## config.mk

```make
export PLATFORM = sky130hd
export DESIGN_NAME = cmp_retire_stage
export DESIGN_NICKNAME = d
export VERILOG_FILES = /design/src/rtl/cmp_pkg.sv /design/src/rtl/cond_eval.sv /design/src/rtl/cmp_retire_stage.sv
export SDC_FILE = /design/constraint.sdc
export NUM_CORES = 1
export LEC_CHECK = 0
export CORE_MARGIN = 3
export CORE_UTILIZATION = 36
export CTS_CLUSTER_SIZE = 24
export DETAILED_ROUTE_END_ITERATION = 7
export HOLD_SLACK_MARGIN = 0.03
export PLACE_DENSITY = 0.66
export SYNTH_ARGS = -nofsm -noshare
export SYNTH_HDL_FRONTEND = slang
export SYNTH_HIERARCHICAL = 1
export SYNTH_SLANG_ARGS = --single-unit
```

## constraint.sdc

```tcl
create_clock -name clk -period 2.5 [get_ports clk]
set_clock_uncertainty 0.15 [all_clocks]
set_input_delay 0.5 -clock clk [delete_from_list [all_inputs] [get_ports clk]]
set_output_delay 0.5 -clock clk [all_outputs]
set_load 0.1 [all_outputs]
```

## src/rtl/cmp_pkg.sv

```systemverilog
// -----------------------------------------------------------------------------
// cmp_pkg
// Shared types and constants for the compare/retire stage.
//   cond_t      : branch condition codes evaluated against the comparator flags
//   buf_state_t : occupancy of the two-entry in-order retire buffer
//   FLAG_*      : bit positions inside the 4-bit {Z,EQ,GT,LT} flag vector
// -----------------------------------------------------------------------------
package cmp_pkg;

    typedef enum logic [2:0] {
        COND_NEVER  = 3'b000,
        COND_ALWAYS = 3'b001,
        COND_EQ     = 3'b010,
        COND_NE     = 3'b011,
        COND_GT     = 3'b100,
        COND_LT     = 3'b101,
        COND_GE     = 3'b110,
        COND_LE     = 3'b111
    } cond_t;

    typedef enum logic [1:0] {
        BUF_EMPTY = 2'd0,
        BUF_ONE   = 2'd1,
        BUF_FULL  = 2'd2
    } buf_state_t;

    localparam int FLAG_Z  = 3;
    localparam int FLAG_EQ = 2;
    localparam int FLAG_GT = 1;
    localparam int FLAG_LT = 0;

endpackage

```

## src/rtl/cond_eval.sv

```systemverilog
// -----------------------------------------------------------------------------
// cond_eval
// Purely combinational branch-condition evaluator.
//   cond  (in, 3) : branch condition code (cond_t encoding)
//   flags (in, 4) : {Z,EQ,GT,LT} flags of the entry being accepted
//   take  (out,1) : 1 when the branch is taken
// -----------------------------------------------------------------------------
module cond_eval
    import cmp_pkg::*;
(
    input  logic [2:0] cond,
    input  logic [3:0] flags,
    output logic       take
);

    always_comb begin
        take = 1'b0;
        case (cond_t'(cond))
            COND_NEVER:  take = 1'b0;
            COND_ALWAYS: take = 1'b1;
            COND_EQ:     take = flags[FLAG_EQ];
            COND_NE:     take = !flags[FLAG_EQ];
            COND_GT:     take = flags[FLAG_GT];
            COND_LT:     take = flags[FLAG_LT];
            COND_GE:     take = flags[FLAG_GT] | flags[FLAG_EQ];
            COND_LE:     take = flags[FLAG_LT] | flags[FLAG_EQ];
            default:     take = 1'b0;
        endcase
    end

endmodule

```

## src/rtl/cmp_retire_stage.sv

```systemverilog
// -----------------------------------------------------------------------------
// cmp_retire_stage
// Retire stage for compare/logic results: a two-entry in-order skid buffer that
// captures the logic result, per-entry {Z,EQ,GT,LT} flags and the branch-taken
// decision at accept time, and updates the architectural flag register and the
// retire counter whenever the head entry leaves.
//
// Ports:
//   clk, rst_n                 : clock, synchronous active-low reset
//   in_valid/in_ready          : upstream handshake (in_ready is a flop)
//   in_opcode, in_y            : opcode and logic result of the offered entry
//   in_eq, in_gt, in_lt        : comparator flags of the offered entry
//   in_cond                    : branch condition code of the offered entry
//   out_valid/out_ready        : downstream handshake
//   out_opcode, out_y          : head entry opcode and result
//   out_flags, out_take        : head entry {Z,EQ,GT,LT} and branch decision
//   flags_q                    : architectural flags, loaded on every emit
//   flag_err                   : sticky, set by an accepted non-one-hot flag set
//   ret_cnt                    : number of retired entries, wraps at 256
//
// Handshake: a transfer happens on a rising edge where valid && ready are both
// high; valid never depends on ready, and once out_valid is high the out_*
// fields hold their value until the transfer completes. No combinational path
// runs from any in_* port to any out_* port.
// -----------------------------------------------------------------------------
module cmp_retire_stage
    import cmp_pkg::*;
#(
    parameter int DATA_W = 8
) (
    input  logic              clk,
    input  logic              rst_n,
    input  logic              in_valid,
    output logic              in_ready,
    input  logic [7:0]        in_opcode,
    input  logic [DATA_W-1:0] in_y,
    input  logic              in_eq,
    input  logic              in_gt,
    input  logic              in_lt,
    input  logic [2:0]        in_cond,
    output logic              out_valid,
    input  logic              out_ready,
    output logic [7:0]        out_opcode,
    output logic [DATA_W-1:0] out_y,
    output logic [3:0]        out_flags,
    output logic              out_take,
    output logic [3:0]        flags_q,
    output logic              flag_err,
    output logic [7:0]        ret_cnt
);

    // Buffer occupancy; kept as a named signal so checkers can bind to it.
    buf_state_t state;

    // Second (tail) slot, only meaningful in BUF_FULL. The head slot is the
    // out_* register set itself.
    logic [7:0]        slot_opcode;
    logic [DATA_W-1:0] slot_y;
    logic [3:0]        slot_flags;
    logic              slot_take;

    logic       accept;
    logic       emit;
    logic [3:0] new_flags;
    logic       new_take;
    logic       flags_legal;

    assign accept      = in_valid && in_ready;
    assign emit        = out_valid && out_ready;
    assign out_valid   = (state != BUF_EMPTY);
    assign flags_legal = $onehot({in_eq, in_gt, in_lt});

    always_comb begin
        new_flags          = '0;
        new_flags[FLAG_Z]  = (in_y == '0);
        new_flags[FLAG_EQ] = in_eq;
        new_flags[FLAG_GT] = in_gt;
        new_flags[FLAG_LT] = in_lt;
    end

    cond_eval u_cond_eval (
        .cond  (in_cond),
        .flags (new_flags),
        .take  (new_take)
    );

    always_ff @(posedge clk) begin
        if (!rst_n) begin
            state       <= BUF_EMPTY;
            in_ready    <= 1'b1;
            out_opcode  <= '0;
            out_y       <= '0;
            out_flags   <= '0;
            out_take    <= 1'b0;
            slot_opcode <= '0;
            slot_y      <= '0;
            slot_flags  <= '0;
            slot_take   <= 1'b0;
            flags_q     <= '0;
            flag_err    <= 1'b0;
            ret_cnt     <= '0;
        end else begin
            // Retire bookkeeping always uses the head as it was before this edge.
            if (emit) begin
                flags_q <= out_flags;
                ret_cnt <= ret_cnt + 8'd1;
            end
            // The offending entry is still buffered as-is; only the error sticks.
            if (accept && !flags_legal) begin
                flag_err <= 1'b1;
            end

            case (state)
                BUF_EMPTY: begin
                    if (accept) begin
                        out_opcode <= in_opcode;
                        out_y      <= in_y;
                        out_flags  <= new_flags;
                        out_take   <= new_take;
                        state      <= BUF_ONE;
                    end
                end
                BUF_ONE: begin
                    if (accept && emit) begin
                        // Old head leaves, new entry becomes head directly.
                        out_opcode <= in_opcode;
                        out_y      <= in_y;
                        out_flags  <= new_flags;
                        out_take   <= new_take;
                    end else if (accept) begin
                        slot_opcode <= in_opcode;
                        slot_y      <= in_y;
                        slot_flags  <= new_flags;
                        slot_take   <= new_take;
                        state       <= BUF_FULL;
                        in_ready    <= 1'b0;
                    end else if (emit) begin
                        state <= BUF_EMPTY;
                    end
                end
                BUF_FULL: begin
                    // in_ready is low here, so only an emit can move the state.
                    if (emit) begin
                        out_opcode <= slot_opcode;
                        out_y      <= slot_y;
                        out_flags  <= slot_flags;
                        out_take   <= slot_take;
                        state      <= BUF_ONE;
                        in_ready   <= 1'b1;
                    end
                end
                default: begin
                    state    <= BUF_EMPTY;
                    in_ready <= 1'b1;
                end
            endcase
        end
    end

endmodule

```

After elaboration in Yosys (flattened, before gate mapping)
Cells that the tools add are included.
{"block": "classes", "mux": 27, "multipliers": 0, "n_eq_ne": 16, "div_mod_pow": 0, "reduce_logical": 15, "magnitude_cmp": 0, "bitwise": 4, "addsub": 3, "n_shift": 0}
{"cell": "8-bit two-way mux", "n": 6}
{"cell": "8-bit one-hot mux with 3 select lines", "n": 2}
{"cell": "3-bit == test, second input constant", "n": 4}
{"cell": "4-bit two-way mux", "n": 3}
{"cell": "4-bit one-hot mux with 3 select lines", "n": 1}
{"cell": "4-bit AND reduction", "n": 3}
{"cell": "2-bit two-way mux", "n": 5}
{"cell": "2-bit != test, second input constant", "n": 5}
{"cell": "8-bit by 1-bit adder with 8-bit output, second input constant", "n": 1}
{"cell": "8-bit logical NOT", "n": 1}
{"cell": "1-bit one-hot mux with 8 select lines", "n": 1}
{"cell": "3-bit by 2-bit == test with 1-bit output, second input constant", "n": 2}
{"cell": "1-bit two-way mux", "n": 6}
{"cell": "1-bit one-hot mux with 3 select lines", "n": 2}
{"cell": "2-bit one-hot mux with 3 select lines", "n": 1}
{"cell": "2-bit by 1-bit == test with 1-bit output, second input constant", "n": 2}
{"cell": "1-bit logical AND", "n": 4}
{"cell": "3-bit by 1-bit == test with 1-bit output, second input constant", "n": 1}
{"cell": "3-bit logical NOT", "n": 1}
{"cell": "3-bit != test, second input constant", "n": 1}
{"cell": "3-bit AND reduction", "n": 1}
{"cell": "3-bit nonzero test", "n": 1}
{"cell": "1-bit by 1-bit adder with 2-bit output", "n": 1}
{"cell": "2-bit by 1-bit adder with 2-bit output", "n": 1}
{"cell": "other kinds (6)", "n": 9}
{"block": "totals", "regBits": 58, "latch_bits": 0, "memories": 0, "romBits": 0, "ram_bits": 0, "wordCells": 78}

Depth between registers and ports, before layout
Gate-level depths: netlist (run 1).
{"block": "depth", "ltp_word": 6, "mapped_depth": 6, "depth_no_buf": 5}

Modules after synthesis
Netlist (run 1), hierarchy kept.
{"module": "cmp_retire_stage", "cells_each": 246, "area_each_um2": 2442.3, "instances": 1}
{"module": "cond_eval", "cells_each": 5, "area_each_um2": 36.3, "instances": 1}

Worst setup path before layout (run 1)
Ideal clock, no wire load.
{"block": "synth_path", "path_type": "reg2reg", "startpoint": "register in_ready", "endpoint": "register out_flags[0]", "slack_ns": 0.103, "path_stages_with_launch": 6, "synth_period_minus_slack_ns": 2.397, "t_arrival_ns": 2.176, "required_time_ns": 2.279, "n_path_buf": 1, "setup_ns": 0.071, "cell_sequence": "dfxtp_1 > nand2_1 > o31ai_2 > clkbuf_1 > o21ai_0 > a21oi_1"}
{"block": "synth_via", "elab_chain_len": 4, "word_cells_on_any_way": 5, "classes_between": "2 x eq/ne; 3 x reduce/logical"}
{"element": "from (decl)", "line_no": "cmp_retire_stage.sv:34", "source": "output logic in_ready,"}
{"element": "from (signal assigned)", "line_no": "cmp_retire_stage.sv:90", "source": "in_ready <= 1'b1;"}
{"element": "from (signal assigned)", "line_no": "cmp_retire_stage.sv:136", "source": "in_ready <= 1'b0;"}
{"element": "from (signal assigned)", "line_no": "cmp_retire_stage.sv:149", "source": "in_ready <= 1'b1;"}
{"element": "1-bit logical AND *", "line_no": "cmp_retire_stage.sv:68", "source": "assign accept = in_valid && in_ready;"}
{"element": "1-bit logical AND", "line_no": "cmp_retire_stage.sv:124", "source": "if (accept && emit) begin"}
{"element": "2-bit != test (no source line)"}
{"element": "4-bit AND reduction (no source line) *"}
{"element": "to (signal assigned)", "line_no": "cmp_retire_stage.sv:118", "source": "out_flags <= new_flags;"}
{"element": "to (signal assigned)", "line_no": "cmp_retire_stage.sv:128", "source": "out_flags <= new_flags;"}
{"element": "to (signal assigned)", "line_no": "cmp_retire_stage.sv:146", "source": "out_flags <= slot_flags;"}
{"element": "to (decl)", "line_no": "cmp_retire_stage.sv:45", "source": "output logic [3:0] out_flags,"}
Mark *: on every way between the ends. The rest lies on a longest branch, timed or not.
A chain may end at the register's enable or synchronous reset.

Worst setup path in the final report (run 1)
{"block": "layout_path", "startpoint": "register state[1]", "endpoint": "output port out_valid"}
{"block": "layout_via", "elab_chain_len": 1}
{"element": "from (decl)", "line_no": "cmp_retire_stage.sv:53", "source": "buf_state_t state;"}
{"element": "from (signal assigned)", "line_no": "cmp_retire_stage.sv:89", "source": "state <= BUF_EMPTY;"}
{"element": "from (signal assigned)", "line_no": "cmp_retire_stage.sv:120", "source": "state <= BUF_ONE;"}
{"element": "from (signal assigned)", "line_no": "cmp_retire_stage.sv:135", "source": "state <= BUF_FULL;"}
{"element": "2-bit nonzero test", "line_no": "cmp_retire_stage.sv:70", "source": "assign out_valid = (state != BUF_EMPTY);"}
{"element": "to (decl)", "line_no": "cmp_retire_stage.sv:41", "source": "output logic out_valid,"}
Every way passes these cells.

==> implementation parameters, run 1 <==
Parameter                              Value

Run status
  Result of the run    finished, final reports clean

Logic synthesis
  Post-synthesis sequential element count    between 50 and 60
  Number of enable-type register cells in the synthesized netlist    0
  Portion of netlist area occupied by mux cells    around 17%
  Yosys Warn Count    6
  Post-synthesis sequential area ratio    a little under half
  Async set-reset flop share out of synthesis    0%
  Post-Syn Area per Cell    9.875 um2
  Count of cell types in the netlist    34
  Nets in the synthesized netlist    between 200 and 300
  Share of synthesized cell area in full adder, half adder and majority cells    under 10%
  Synthesized instance count    251
  Mapped Area    between 2000 and 2500 um2
  Fraction of the mapped netlist area in compound gates    13.53%
  Simple-gate share of the synthesized area    15.60%
  Primary FF master, synth    sky130_fd_sc_hd__dfxtp_1
  Synth Area in XOR/XNOR    2.827%
  Main combinational cell family by area after synthesis    multiplexers

Power and ir drop
  Leakage power total    around 1.4 nW
  Peak supply drop    around 0.00037 V
  Power Dens Cells    roughly 760 nW/um2
  Tot Pwr    about 2.5 mW

Die
  Die area    around 7900 um2
  Die Y-Extent    between 80 and 90 um
  Count of boundary I/O pins    62
  DIE WIDTH    just under 90 um
  Floorplan Core Area    roughly 6500 um2
  Number of core rows    29
  Starting utilization of the core area    a little under two fifths

Clocking
  Clock transition at the registers of the reported paths    60 ps
  Clock tree root driver cell    sky130_fd_sc_hd__clkbuf_8
  Maximum root-to-sink buffer count    2
  Clock tree from TritonCTS    yes
  Clock Sink Count    58
  Quantity of gates resized following cts    0
  Hold buffers post-CTS    0
  Htree depth    3
  Worst-Skew Late Latency    around 330 ps
  Post-CTS setup buffers    0
  TritonCTS buffer count    9

STA
  Tcrit/Tclk final    between 70% and 80%
  Slew at the pin closest to its max-slew limit    429.0 ps
  Worst-case headroom to the max-slew limit    between 70% and 80%
  Number of max-slew violations in the final report    0
  Number of hold-slack violations in the final timing report    0
  Min Tclk post-route    between 1500 and 2000 ps
  Unrepaired setup endpoints after global routing    no
  Number of setup violations in the final report    0
  Min Hold Slack    314.1 ps
  Timing-limited maximum frequency    509.3 MHz
  Summed negative setup slack over all endpoints    0 ps

Cells and area
  Antenna diodes    0
  Synth-to-layout area growth    33.62%
  Post-Layout Inst Area    3312 um2
  Nets    341
  Ratio of cells with drive above 1 in the final layout    between 10% and 20%
  Fill cell count    614

Setup path
  Kind of cell with the highest combined delay on the critical path    flip-flops
  Critical Path End Type    output port
  Required time of the critical path    1850 ps
  End of the worst register-to-register path    slot_y[1]
  Critical Path, Cell by Cell    or2_2 -> buf_12
  Slowest-stage cell, CP    sky130_fd_sc_hd__dfxtp_1
  Crit. Startpoint    state[1]
  Worst Reg2Reg Path Length in Cells    5
  Worst path arrival time    between 1000 and 1500 ps
  Worst Path Buf+Inv    1
  Startpoint of the worst-slack reg-to-reg timing path    state[0]
  Sort of element at the start of the critical path    flip-flop
  Worst Path Max Fanout    10
  Critical Setup Path Class    reg -> out
  CP max stage delay    ~430 ps
  Register-to-register setup slack    between 700 and 800 ps

Flow run
  Number of max-capacitance violations reported    0

Detailed routing
  DRC violation count after routing    0
  First drt pass iteration count    4
  DR vias/cell    4.924
  First-iteration detailed-routing DRC count    98
  Detailed-route via count    around 1,900
  WL final    5353 um
  Average routed wire per standard cell    13.62 um
  Routed Antenna Nets    0

Global route
  Top Usage Layer GRT    met2
  Total grt overflow    0
  Tot GR Track Use    between 10% and 20%
  Met3 capacity usage during global routing    between 6 and 7%
  Pin count of the biggest net entering global routing    59
  Global-route wire length before repair    slightly above 9000 um
  Number of antenna violations at the first check in global routing    0
  Vias in the first global route    about 1,800
  Met1 Resource Use GR    20.49%
  Global routing met2 resource utilization    ~22%

Min path
  Startpoint of the most critical hold path    flags_q[1]
  Classification of the worst-slack hold path    reg -> reg
  Hold endpoint    flags_q[1]
  Worst Hold Path Cells    2

Placed design
  HPWL reported at the end of detailed placement    roughly 3600 um
  Placed cell area    3120 um2
  Placer congestion estimate    between 0.7 and 0.8
  I/O Buffers    61
[layout by cell type (no fill, tap or decap), types with 3 or more instances in the layout]
cell,n
sky130_fd_sc_hd__dfxtp_1,58
sky130_fd_sc_hd__mux2i_1,41
sky130_fd_sc_hd__buf_4,38
sky130_fd_sc_hd__clkdlybuf4s50_1,25
sky130_fd_sc_hd__o21ai_0,24
sky130_fd_sc_hd__a21oi_1,22
sky130_fd_sc_hd__nor2b_1,21
sky130_fd_sc_hd__nand2_1,15
sky130_fd_sc_hd__clkbuf_8,11
sky130_fd_sc_hd__and2_1,7
sky130_fd_sc_hd__a21boi_0,6
sky130_fd_sc_hd__xnor2_1,5
sky130_fd_sc_hd__nor3_1,4
sky130_fd_sc_hd__buf_12,4
sky130_fd_sc_hd__nor2_1,3
sky130_fd_sc_hd__o21a_1,3
sky130_fd_sc_hd__nand4_1,3
sky130_fd_sc_hd__xor2_1,3
[tightest hold or removal path: cells and delay by family (launching register included)]
kind,cells,cell delay (ps)
flip-flops,1,310
AND/OR/NAND/NOR,1,50
AO/OA/AOI/OAI,1,60
[report_power, final]
group,switching [mW],internal [mW],total (mW)
logic,0.467,0.183,0.650
clock network,0.345,0.500,0.845
registers,0.0369,0.980,1.02
total,0.849,1.66,2.51
[sequential cells by signal (all words and copies together), names as in the netlist, 2 cells and up]
signal       count
out_opcode       8
out_y            8
ret_cnt          8
slot_opcode      8
slot_y           8
flags_q          4
out_flags        4
slot_flags       4
state            2
[cell families (layout without fill, tap and decap cells)]
kind of cell	after synthesis	after routing
xor+xnor	8	8
compound gates	59	59
buf+inv	17	82
fa+ha+maj	2	2
simple gates	66	66
flops	58	58
mux	41	41
[through the flow]
stage	utilization (%)	instances	worst slack, ps
after detailed placement	48.04	379	262.0
after floorplan	-	251	103.0
after global placement	48.04	379	281.9
after global routing	50.99	393	441.4
after CTS	50.99	393	503.0
final	50.99	393	536.7
[worst max path at each step]
stage                         to  slack, ps  cells past startpoint
finish                 out_valid        540                      2
global route           out_valid        440                      2
CTS                    out_valid        500                      2
detailed placement     slot_y[1]        260                      6
global placement      ret_cnt[6]        280                      6
floorplan           out_flags[0]        100                      5
[Yosys cell counts, drive strengths merged (4+ instances only)]
cell type / number / area (um2)
dfxtp: 58 / 1161
mux2i: 41 / 410.4
o21ai: 26 / 133.9
a21oi: 22 / 110.1
nor2b: 22 / 145.1
nand2: 15 / 56.30
clkbuf: 11 / 41.29
and2: 7 / 43.79
a21boi: 6 / 45.04
buf: 5 / 37.53
xnor2: 5 / 43.79
nor3: 4 / 20.02
[cell type report]
cell class	instances	area, um2	area share, %
clock inverter	3	40.04	1.209
clock buffer	11	151.4	4.571
tap	77	96.34	2.909
timing repair buffer	67	615.6	18.59
sequential	58	1161	35.06
inverter	1	3.754	0.1133
multi-input combinational	176	1244	37.55
[layer usage]
metal	up-vias	share of wire (%)
met5	-	0
met4	0	1.2
met3	8	6.2
met2	54	44
met1	873	49
li1	1000	-
Power figures use the tool's default switching activity.
==> run 2: changes to the inputs <==
clock period = 1.9 ns   (was 2.5 ns; I/O delays follow)
==> implementation parameters, run 2 (same netlist as run 1, synthesis figures left out) <==
Parameter                              Value

Run status
  Result of the run    finished, final reports clean

Cells and area
  Ratio of cells with drive above 1 in the final layout    26.71% (+7.1 points)
  Post-Layout Inst Area    3879 um2 (+17%)
  Antenna diodes    0 (unchanged)
  Util after Layout    59.72% (+8.7 points)
  Most common cell after layout, fill and taps aside    sky130_fd_sc_hd__dfxtp_1
  Area of the multi-input gates    1244 um2 (unchanged)
  Most frequent cells in the layout    50 x sky130_fd_sc_hd__dfxtp_1, 41 x sky130_fd_sc_hd__mux2i_1, 38 x sky130_fd_sc_hd__buf_12, 25 x sky130_fd_sc_hd__clkdlybuf4s50_1
  Final instance count without filler cells    414 (+5.3%)
  Fill cell count    544 (-11%)
  Synth-to-layout area growth    56.49%
  Nets    361 (+5.9%)
  Total area of sequential cells    1174 um2 (+1.1%)

Detailed routing
  DR vias/cell    4.949 (+0.52%)
  DRC violation count after routing    0 (unchanged)
  Routed Antenna Nets    0 (unchanged)
  Average routed wire per standard cell    13.58 um (-0.28%)
  First-iteration detailed-routing DRC count    69 (-30%)
  First drt pass iteration count    4 (unchanged)
  Detailed-route via count    2,049 (+5.9%)
  WL final    5623 um (+5.0%)

Die
  Die Y-Extent    88.98 um (unchanged)
  DIE WIDTH    88.98 um (unchanged)
  Starting utilization of the core area    38.16% (unchanged)
  Number of core rows    29 (unchanged)
  Count of boundary I/O pins    62 (unchanged)
  Die area    7917 um2 (unchanged)
  Floorplan Core Area    6495 um2 (unchanged)

STA
  Min Hold Slack    351.3 ps (+37.16 ps)
  Tcrit/Tclk final    about 92%
  Number of max-slew violations in the final report    0 (unchanged)
  Slew at the pin closest to its max-slew limit    263.5 ps (-165.5 ps)
  Unrepaired setup endpoints after global routing    no
  Number of hold-slack violations in the final timing report    0 (unchanged)
  Number of setup violations in the final report    0 (unchanged)
  Summed negative setup slack over all endpoints    0 ps (unchanged)
  Crit path setup slack, layout    143.4 ps (-393.2 ps)
  Worst-case headroom to the max-slew limit    82.43% (+11 points)
  Timing-limited maximum frequency    ~570 MHz
  Min Tclk post-route    ~1800 ps

Min path
  Classification of the worst-slack hold path    reg -> reg
  Worst Hold Path Cells    2 (unchanged)
  Startpoint of the most critical hold path    flags_q[3]

Power and ir drop
  Power share of the clock group    29.4% (-4.2 points)
  Peak supply drop    0.0005295 V (+44%)
  Psw    1.164 mW (+37%)
  Relative contribution of combinational cells to total power    30.3% (+4.4 points)
  Internal power summed over all cells    2.229 mW (+34%)
  Leakage power total    1.596 nW (+15%)
  Sw Ratio    34.30% (+0.52 points)
  Power Dens Cells    874.7 nW/um2 (+15%)
  Power share of the sequential group    40.3% (-0.2 points)
  Tot Pwr    3.393 mW (+35%)

Clocking
  Htree depth    3 (unchanged)
  Clock transition at the registers of the reported paths    60 ps (about the same)
  Worst-Skew Late Latency    330 ps (about the same)
  Clock Sink Count    58 (unchanged)
  Maximum root-to-sink buffer count    2 (unchanged)
  Quantity of gates resized following cts    0 (unchanged)
  Hold buffers post-CTS    0 (unchanged)
  TritonCTS buffer count    9 (unchanged)
  Clock tree root driver cell    sky130_fd_sc_hd__clkbuf_8
  Clock tree from TritonCTS    yes
  Post-CTS setup buffers    0 (unchanged)

Setup path
  Crit. Startpoint    state[1]
  Register-to-register setup slack    200 ps (-580 ps)
  End of the worst register-to-register path    slot_flags[1]
  Critical Path, Cell by Cell    or2_2 -> buf_12
  Destination of the critical timing path    out_valid
  Required time of the critical path    1370 ps (-480 ps)
  CP max stage delay    390 ps (-40 ps)
  Worst path arrival time    1230 ps (-80 ps)
  Slowest-stage cell, CP    sky130_fd_sc_hd__dfxtp_2
  Critical Path End Type    output port
  Worst Path Max Fanout    10 (unchanged)
  Worst Reg2Reg Path Length in Cells    5 (unchanged)
  Sort of element at the start of the critical path    flip-flop
  Critical Setup Path Class    reg -> out
  Startpoint of the worst-slack reg-to-reg timing path    state[0]

Placed design
  Post-placement cell count    399 (+5.3%)
  HPWL reported at the end of detailed placement    4078 um (+15%)
  Pre-CTS WS    -178.5 ps (-440.5 ps)
  Placed cell area    3707 um2 (+19%)
  I/O Buffers    61 (unchanged)
  Placer congestion estimate    0.8014 (+3.7%)

Flow run
  Number of max-capacitance violations reported    0 (unchanged)

Global route
  Tot GR Track Use    15.77% (+0.67 points)
  Vias in the first global route    2,034 (+10%)
  Total grt overflow    0 (unchanged)
  Number of antenna violations at the first check in global routing    0 (unchanged)
  Pin count of the biggest net entering global routing    59 (unchanged)
  Global-route wire length before repair    9666 um (+6.2%)
==> run 2: cell types whose count changed in the layout (fill, tap and decap cells not counted), sizes merged <==
| cell | previous run | this run |
|---|---|---|
| clkinv | 2 | 3 |
| bufinv | 1 | 0 |
| clkbuf | 11 | 12 |
| buf | 42 | 62 |
==> run 2: layout make-up <==
cell class              count  share of cell area [%]
flip-flops and latches     58                   30.26
clock inverters             3                  0.3871
multi-input cells         176                   32.06
inverters                   1                 0.09677
well taps                  77                   2.484
clock buffers              12                   4.000
repair buffers             87                   30.71
==> run 2: power groups by stage <==
stage	combinational, mW	sequential, mW	clock (mW)
final	1.03	1.37	0.996
after global routing	1.08	1.38	1.09
after CTS	1.04	1.37	1.04
after detailed placement	1.04	1.39	0
after global placement	1.03	1.39	0
after floorplan	0.211	1.77	0
==> run 2: how the worst min path moves through the flow <==
stage	end	slack, ps
after detailed placement	slot_flags[3]	340
final	flags_q[3]	350
after global placement	ret_cnt[1]	340
after CTS	flags_q[1]	360
after floorplan	slot_flags[3]	320
after global routing	flags_q[3]	380
==> run 2: routing by layer <==
| layer | global-route usage, % | wire [um] | vias to the layer above |
|---|---|---|---|
| li1 | - | - | 1039 |
| met1 | 19.59 | 2598 | 951 |
| met2 | 25.37 | 2638 | 54 |
| met3 | 6.267 | 351 | 5 |
| met4 | 4.736 | 35 | 0 |
| met5 | 0 | 0 | - |
==> run 2: worst max-delay path, delay by kind of cell (launching register included) <==
family,cells,cell delay [ps]
flops,1,390
simple gates,1,340
buf+inv,1,170
==> run 3: changes to the inputs <==
SKIP_LAST_GASP = 1   (was default)
==> results of run 3 <==
The final DEF is identical to that of run 2; final timing and power are the same.
